File: src/rtl/fetch_pkg.sv
// Shared types and constants for the instruction-fetch stage.
// Imported by the fetch controller and its hold buffer.
package fetch_pkg;

    typedef enum logic [1:0] {
        S_REQ   = 2'd0,
        S_WAIT  = 2'd1,
        S_FULL  = 2'd2,
        S_DRAIN = 2'd3
    } fetch_state_t;

    localparam logic [31:0] DEF_NOP_INSN = 32'h0000_0000;
    localparam logic [31:0] DEF_RESET_PC = 32'h0100_0000;
    localparam logic [31:0] PC_INCR      = 32'd4;

    typedef struct packed {
        logic [31:0] insn;
        logic [31:0] pc;
    } insn_pc_t;

    function automatic logic [31:0] word_align(input logic [31:0] a);
        return {a[31:2], 2'b00};
    endfunction

endpackage

File: src/rtl/fetch_hold_buffer.sv
// One-entry {insn, pc} holding register with load, clear and valid.
// Clear wins over load so a flush can never be lost.
module fetch_hold_buffer
    import fetch_pkg::*;
(
    input  logic     clock,
    input  logic     reset,
    input  logic     load,
    input  logic     clear,
    input  insn_pc_t d,
    output insn_pc_t q,
    output logic     valid
);

    always_ff @(posedge clock) begin
        if (reset) begin
            q     <= '0;
            valid <= 1'b0;
        end else if (clear) begin
            valid <= 1'b0;
        end else if (load) begin
            q     <= d;
            valid <= 1'b1;
        end
    end

endmodule

File: src/rtl/fetch_stage_ctrl.sv
// Instruction-fetch stage: owns the PC, talks to imem, and drives
// the F/D pipeline register under stall and redirect.
module fetch_stage_ctrl
    import fetch_pkg::*;
#(
    parameter logic [31:0] RESET_PC = DEF_RESET_PC,
    parameter logic [31:0] NOP_INSN = DEF_NOP_INSN
) (
    input  logic        clock,
    input  logic        reset,
    input  logic        w_stall,
    input  logic        w_redirect,
    input  logic [31:0] w_redirect_pc_32,
    output logic        w_imem_req,
    output logic [31:0] w_imem_addr_32,
    input  logic        w_imem_ready,
    input  logic        w_imem_rvalid,
    input  logic [31:0] w_imem_rdata_32,
    output logic [31:0] w_dinsn_32,
    output logic [31:0] w_dpc_32,
    output logic        w_dvalid
);

    fetch_state_t state, state_n;
    logic [31:0]  fetch_pc, fetch_pc_n;
    logic [31:0]  out_pc, out_pc_n;
    logic         req, accept;
    logic         fd_load, fd_bubble;
    insn_pc_t     fd_d, resp, buf_q;
    logic         buf_load, buf_clear, buf_valid;

    assign resp = '{insn: w_imem_rdata_32, pc: out_pc};

    fetch_hold_buffer u_hold (
        .clock (clock),
        .reset (reset),
        .load  (buf_load),
        .clear (buf_clear),
        .d     (resp),
        .q     (buf_q),
        .valid (buf_valid)
    );

    always_comb begin
        state_n    = state;
        fetch_pc_n = fetch_pc;
        out_pc_n   = out_pc;
        req        = 1'b0;
        fd_load    = 1'b0;
        fd_bubble  = 1'b0;
        fd_d       = resp;
        buf_load   = 1'b0;
        buf_clear  = 1'b0;

        if (w_redirect) begin
            fetch_pc_n = word_align(w_redirect_pc_32);
            fd_bubble  = 1'b1;
            buf_clear  = 1'b1;
            // an unanswered request must be drained before refetching
            unique case (state)
                S_WAIT, S_DRAIN:
                    state_n = w_imem_rvalid ? S_REQ : S_DRAIN;
                default:
                    state_n = S_REQ;
            endcase
        end else begin
            unique case (state)
                S_REQ: begin
                    req       = 1'b1;
                    fd_bubble = ~w_stall;
                end
                S_WAIT: begin
                    unique case (1'b1)
                        w_imem_rvalid & ~w_stall: begin
                            fd_load = 1'b1;
                            req     = 1'b1;
                            state_n = S_REQ;
                        end
                        w_imem_rvalid & w_stall: begin
                            buf_load = 1'b1;
                            state_n  = S_FULL;
                        end
                        default: fd_bubble = ~w_stall;
                    endcase
                end
                S_FULL: begin
                    if (~w_stall) begin
                        fd_load   = buf_valid;
                        fd_d      = buf_q;
                        buf_clear = 1'b1;
                        state_n   = S_REQ;
                    end
                end
                S_DRAIN: begin
                    fd_bubble = ~w_stall;
                    if (w_imem_rvalid) state_n = S_REQ;
                end
                default: state_n = S_REQ;
            endcase
        end

        accept = req & ~reset & w_imem_ready;
        if (accept) begin
            out_pc_n   = fetch_pc;
            fetch_pc_n = fetch_pc + PC_INCR;
            state_n    = S_WAIT;
        end
    end

    assign w_imem_req     = req & ~reset;
    assign w_imem_addr_32 = fetch_pc;

    always_ff @(posedge clock) begin
        if (reset) begin
            state      <= S_REQ;
            fetch_pc   <= word_align(RESET_PC);
            out_pc     <= '0;
            w_dinsn_32 <= NOP_INSN;
            w_dpc_32   <= '0;
            w_dvalid   <= 1'b0;
        end else begin
            state    <= state_n;
            fetch_pc <= fetch_pc_n;
            out_pc   <= out_pc_n;
            if (fd_load) begin
                w_dinsn_32 <= fd_d.insn;
                w_dpc_32   <= fd_d.pc;
                w_dvalid   <= 1'b1;
            end else if (fd_bubble) begin
                w_dinsn_32 <= NOP_INSN;
                w_dvalid   <= 1'b0;
            end
        end
    end

endmodule

File: config.mk
export PLATFORM = sky130hd
export DESIGN_NAME = fetch_stage_ctrl
export DESIGN_NICKNAME = d
export VERILOG_FILES = /design/src/rtl/fetch_pkg.sv /design/src/rtl/fetch_hold_buffer.sv /design/src/rtl/fetch_stage_ctrl.sv
export SDC_FILE = /design/constraint.sdc
export NUM_CORES = 1
export LEC_CHECK = 0
export CORE_UTILIZATION = 25
export CTS_BUF_LIST = sky130_fd_sc_hd__clkbuf_4 sky130_fd_sc_hd__clkbuf_8
export CTS_CLUSTER_SIZE = 25
export DETAILED_ROUTE_END_ITERATION = 10
export GPL_TIMING_DRIVEN = 0
export PLACE_DENSITY_LB_ADDON = 0.08
export RECOVER_POWER = 50
export SLEW_MARGIN = 20
export SYNTH_ARGS = -nofsm -noshare
export SYNTH_HDL_FRONTEND = slang
export SYNTH_SLANG_ARGS = --single-unit
export TNS_END_PERCENT = 30
File: constraint.sdc
create_clock -name clock -period 5.25 [get_ports clock]
set_input_delay 0.525 -clock clock [delete_from_list [all_inputs] [get_ports clock]]
set_output_delay 0.525 -clock clock [all_outputs]
set_load 0.02 [all_outputs]
==> results of run 1 <==
-- final timing paths --
check                                  from                              end  slack (ns)
setup / recovery      state[1]$_SDFFE_PP0P_                       w_imem_req        2.17
hold / removal                      w_stall        u_hold.valid$_SDFFE_PP0P_        0.37
setup reg to reg      state[1]$_SDFFE_PP0P_  w_imem_addr_32[18]$_SDFFE_PP0P_        2.24
hold reg to reg   u_hold.q[14]$_SDFFE_PP0P_        u_hold.q[14]$_SDFFE_PP0P_        0.46
-- metrics by stage --
step	hold slack (ns)	cells	utilization	power, mW
2_1_floorplan	0.437	1040	-	1.65
3_3_place_gp	0.443	1601	0.320	1.81
3_5_place_dp	0.447	1601	0.320	1.80
4_1_cts	0.335	1633	0.334	2.89
5_1_grt	0.350	1633	0.331	2.97
6_report	0.366	1633	0.331	2.84
-- final cells by class --
cell class                      instances  area [um2]  share of cell area
Buffer                                 83         352              0.0337
Multi-Input combinational cell        759        3760               0.360
Timing Repair Buffer                  159        1590               0.152
Sequential cell                       188        3760               0.361
Clock inverter                         14         186              0.0179
Clock buffer                           18         248              0.0237
Tap cell                              402         503              0.0482
Inverter                               10        37.5             0.00360
-- power groups by stage --
stage	clock network (mW)	logic (mW)	registers [mW]
3_3_place_gp	0	0.281	1.52
5_1_grt	1.17	0.295	1.50
6_report	1.08	0.269	1.49
3_5_place_dp	0	0.280	1.52
2_1_floorplan	0	0.118	1.53
4_1_cts	1.12	0.282	1.49
-- per-layer routing --
metal,part of all wire,global-route usage
met1,0.51,0.241
met2,0.44,0.256
met3,0.037,0.0327
met5,0.00048,0
met4,0.0084,0.0410
-- cell families (layout without fill, tap and decap cells) --
kind of cell,Yosys count,in the layout
AOI/OAI and AO/OA,248,248
xor gates and xnor gates,19,19
adders and majority gates,5,5
buffers and inverters,93,284
DFF,188,188
other,1,4
and+or+nand+nor,483,483
-- cells in the mapped netlist, types with 2 or more instances --
cell | count | area (um2)
inv_1 | 10 | 37.5
o21a_1 | 5 | 37.5
and3_1 | 3 | 18.8
nor4_1 | 6 | 37.5
nor3_2 | 7 | 70.1
o21ai_0 | 10 | 50.1
nor4_2 | 4 | 50.1
xnor2_1 | 19 | 166
a21oi_1 | 165 | 826
o211ai_1 | 2 | 15.0
or3_1 | 5 | 31.3
nor2_1 | 88 | 330
and4_4 | 2 | 22.5
clkbuf_1 | 59 | 221
buf_6 | 4 | 45.0
a31oi_1 | 2 | 12.5
and2_1 | 5 | 31.3
nand2_1 | 331 | 1240
nor3_1 | 9 | 45.0
nand3_1 | 7 | 35.0
dfxtp_1 | 188 | 3760
a311oi_1 | 36 | 315
buf_2 | 14 | 70.1
nand4_1 | 3 | 18.8
ha_1 | 5 | 62.6
a211oi_1 | 15 | 113
buf_4 | 5 | 37.5
-- flip-flops by register name, summed over array words and instances (netlist names) --
name	flops
u_hold.q	62
w_dinsn_32	32
out_pc	30
w_dpc_32	30
w_imem_addr_32	30
state	2
u_hold.valid	1
w_dvalid	1
-- critical path, stage by stage, from the launching register on --
cell	delay, ns
dfxtp_1	0.35
inv_1	0.09
ha_1	0.28
and3b_1	0.19
clkbuf_1	0.33
o21a_1	0.23
clkdlybuf4s50_1	0.62
==> metrics.yaml, run 1 <==
max_freq_mhz: 325
ctsHtreeMaxLevel: 4
setup_violations: 0
postSynthAreaPerCell_um2: 7.72
synth-seq-cells: 188
cp_max_fo: 7
cp.arrival_ns: 2.55
setup_ws_ns: 2.17
drtAntennaViolNets: 0
grt_max_degree: 18
rows: 65
core_region_area_um2: 31600
ff2ff_path_depth: 9
grt_setup_unrepaired: "false"
synth.mux.area_fraction: 0
pre_cts_ws_ns: 2.11
crit_type: "reg2out"
post_cts_resized: 0
hold_class: "in2reg"
dr.pass1.iters: 5
swShare: 0.273
leakage_nw: 3.61
fp.dieW_um: 181
ios: 168
initial_core_util: 0.254
syn-instance-count: 1037
synth_edf_count: 0
postCtsSetupBuffers: 0
cp.required_ns: 4.72
synth_cell_type_count: 55
clockRootBuffer: "clkbuf_8"
whs_path_depth: 3
nets: 1293
fin_skew_ns: 0.0149
final_cell_mix: "nand2_1 (331), dfxtp_1 (188), a21oi_1 (165)"
combPwrFrac: 0.095
async_flop_share: 0
clock_latency_ns: 0.48
max-slew-margin-rel: 0.320
overflow: 0
worstMarginPinSlew_ns: 1.01
layout_min_cycle_time_ns: 3.08
cts_sinks: 188
cts_tree: "yes"
wirelength_mm: 27.3
p_sw_mw: 0.776
synthSimpleGateAreaFrac: 0.259
hold_buffers: 0
synth_top_family_by_area: "simple AND/OR/NAND/NOR gates"
clkPwrFrac: 0.380
die_area_um2: 32700
placed_cell_area_um2: 10100
dpl.hpwl_mm: 20.3
slew_violations: 0
routed_via_density: 4.58
drive_above_1_share: 0.0512
synthFlopType: "dfxtp_1"
fin_crit_sh: 0.586
post-route-drc-count: 0
antenna_cells: 0
wl_per_cell_um: 16.7
synth_compound_area_frac: 0.189
synthesis.area_um2: 8000
antenna_found_initial: 1
power_density_nw_per_um2: 272
cts_inserted_buffers: 17
yosys.area_share.xor_xnor: 0.0208
grt_pass1_vias: 7079
cp-start-kind: "flop"
num_vias: 7486
drt-initial-drc-count: 389
clockBufferDepth: 2
clk_pin_slew_worst_paths_ns: 0.10
status: "complete, no violations"
die_h_um: 181
tns_ns: 0
endpoint_kind: "primary output"
p_int_mw: 2.06
pwr-share-seq: 0.526
seq_area_frac_synth: 0.470
mostFrequentLayoutCell: "nand2_1"
numPortBuffers: 159
fin_area_um2: 10400
grt_use_total: 0.168
syn_to_final_growth_pct: 30.5
gp_congestion: 0.766
final_hold_viol_count: 0
ir_drop_uv: 131
grt_pass1_wl_mm: 42.3
max_cap_violations: 0
yosysWarnings: 0
yosys.area_share.adder: 0.00782
fillers: 3470
Note: power is estimated with default switching activity, not from simulation.
==> run 2, diff against run 1 <==
- clock period: 5.25 -> 2.9 ns (I/O delays scaled with it)
==> metrics.yaml, run 2 (same netlist as run 1, synthesis figures left out) <==
layout_min_cycle_time_ns: 2.67
grt_util_met2: 0.256  # unchanged
drt-initial-drc-count: 382  # was 389
grt_util_met3: 0.0327  # unchanged
finish.utilization: 0.332  # was 0.331
antenna_cells: 0  # unchanged
fin_crit_sh: 0.920
ir_drop_uv: 237  # was 131 uV
grt_pass1_wl_mm: 42.3  # unchanged
numPortBuffers: 159  # unchanged
cp-start-kind: "flop"  # unchanged
cp.required_ns: 3.25  # was 4.72 ns
cts_inserted_buffers: 17  # unchanged
swShare: 0.274  # was 0.273
ios: 168  # unchanged
endpoint_kind: "flop"  # was primary output
worstMarginPinSlew_ns: 1.03  # was 1.01 ns
reg_top3: "u_hold.q (62), w_dinsn_32 (32)"  # unchanged
initial_core_util: 0.254  # unchanged
overflow: 0  # unchanged
drive_above_1_share: 0.0544  # was 0.0512
max-slew-margin-rel: 0.306  # was 0.320
clockRootBuffer: "clkbuf_8"  # unchanged
dpl.cell_count: 1601  # unchanged
setup_violations: 0  # unchanged
final_cells: 1633  # unchanged
antenna_found_initial: 1  # unchanged
mostFrequentLayoutCell: "nand2_1"  # unchanged
dr.pass1.iters: 5  # unchanged
largest_reg_flops: 62  # unchanged
grt_pass1_vias: 7079  # unchanged
clock_latency_ns: 0.48  # about the same
wirelength_mm: 27.3  # about the same
power_density_nw_per_um2: 492  # was 272 nW/um2
syn_to_final_growth_pct: 30.8  # was 30.5%
cts_sinks: 188  # unchanged
p_int_mw: 3.73  # was 2.06 mW
leakage_nw: 3.64  # was 3.61 nW
clockBufferDepth: 2  # unchanged
post-route-drc-count: 0  # unchanged
cts_tree: "yes"  # unchanged
gp_congestion: 0.766  # unchanged
r2r_slack_ns: 0.23  # was 2.24 ns
num_vias: 7454  # was 7486
max_freq_mhz: 375
clk_pin_slew_worst_paths_ns: 0.10  # about the same
p_sw_mw: 1.41  # was 0.776 mW
fillers: 3470  # unchanged
combPwrFrac: 0.095  # about the same
use_met1: 0.241  # unchanged
nets: 1293  # unchanged
whs_path_depth: 3  # unchanged
clkPwrFrac: 0.380  # about the same
max_cap_violations: 0  # unchanged
whs_ns: 0.132  # was 0.366 ns
rows: 65  # unchanged
routed_via_density: 4.56  # was 4.58
grt_use_total: 0.168  # unchanged
grt_setup_unrepaired: "false"  # unchanged
core_region_area_um2: 31600  # unchanged
dpl.hpwl_mm: 20.3  # unchanged
final_cell_mix: "nand2_1 (331), dfxtp_1 (188), a21oi_1 (165)"  # unchanged
grt_max_degree: 18  # unchanged
drtAntennaViolNets: 0  # unchanged
hold_buffers: 0  # unchanged
status: "complete, no violations"  # unchanged
pwr-share-seq: 0.525  # was 0.526
power_mw: 5.14  # was 2.84 mW
cp.arrival_ns: 3.02  # was 2.55 ns
fin_skew_ns: 0.0140  # was 0.0149 ns
hold_class: "in2reg"  # unchanged
gr-max-usage-layer: "met2"  # unchanged
wl_per_cell_um: 16.7  # about the same
crit_type: "reg2reg"  # was reg2out
die_h_um: 181  # unchanged
fp.dieW_um: 181  # unchanged
postCtsSetupBuffers: 0  # unchanged
ctsHtreeMaxLevel: 4  # unchanged
final_hold_viol_count: 0  # unchanged
ff2ff_path_depth: 9  # unchanged
tns_ns: 0  # unchanged
regMostFlops: "u_hold.q"  # unchanged
die_area_um2: 32700  # unchanged
cp_max_fo: 10  # was 7
slew_violations: 0  # unchanged
## run 2: changes by cell type in the layout (fill, tap and decap cells not counted)
cell             delta
buf_6               +1
clkbuf_1            -3
clkbuf_2            +2
clkdlybuf4s50_1     -5
dlygate4sd3_1       +5
o211ai_1            -1
o211ai_4            +1
## run 2: per-stage QoR
| stage | instance area (um2) | setup WS, ns |
|---|---|---|
| floorplan | 8010 | 1.02 |
| global placement | 10100 | 0.0166 |
| detailed placement | 10100 | -0.00445 |
| CTS | 10500 | 0.255 |
| global route | 10500 | 0.0693 |
| finish | 10500 | 0.231 |
## run 2: final cells by class
cell class	instances	area (um2)	share of cell area
repair buffers	159	1590	0.152
flip-flops and latches	188	3760	0.360
clock buffers	18	248	0.0237
clock inverters	14	186	0.0178
multi-input cells	759	3770	0.360
plain buffers	83	362	0.0346
well taps	402	503	0.0481
inverters	10	37.5	0.00359
## run 2: final timing paths
kind                                           startpoint                   endpoint
worst min-delay path                              w_stall  u_hold.valid$_SDFFE_PP0P_
worst min register to register  u_hold.q[14]$_SDFFE_PP0P_  u_hold.q[14]$_SDFFE_PP0P_
worst max register to register      state[1]$_SDFFE_PP0P_    out_pc[27]$_SDFFE_PP0P_
worst max-delay path                state[1]$_SDFFE_PP0P_    out_pc[27]$_SDFFE_PP0P_
## run 2: timing repair
item / CTS / global route
setup endpoints to repair: 0 / 1
gates resized for setup: 0 / 1
hold endpoints to repair: 0 / 0
## run 2: critical path, cell delays in order (launching register included)
cell and delay [ns]:
dfxtp_1 0.40, inv_1 0.08, ha_1 0.26, and3b_1 0.22, buf_6 0.14, o21ai_0 0.80, nor3_1 0.18, clkbuf_2 0.25
nand2_1 0.14, a21oi_1 0.07
## run 2: metal layers
metal / up-vias / wire length (um)
met5: - / 13
met4: 2 / 247
met3: 20 / 1180
met2: 159 / 12100
met1: 3421 / 13800
li1: 3852 / -
## run 2: power by group through the flow
stage | registers, mW | clock network (mW) | logic, mW
after floorplan | 2.77 | 0 | 0.214
after global placement | 2.76 | 0 | 0.509
after detailed placement | 2.76 | 0 | 0.507
after CTS | 2.70 | 2.02 | 0.510
after global routing | 2.71 | 2.13 | 0.535
final | 2.70 | 1.96 | 0.488
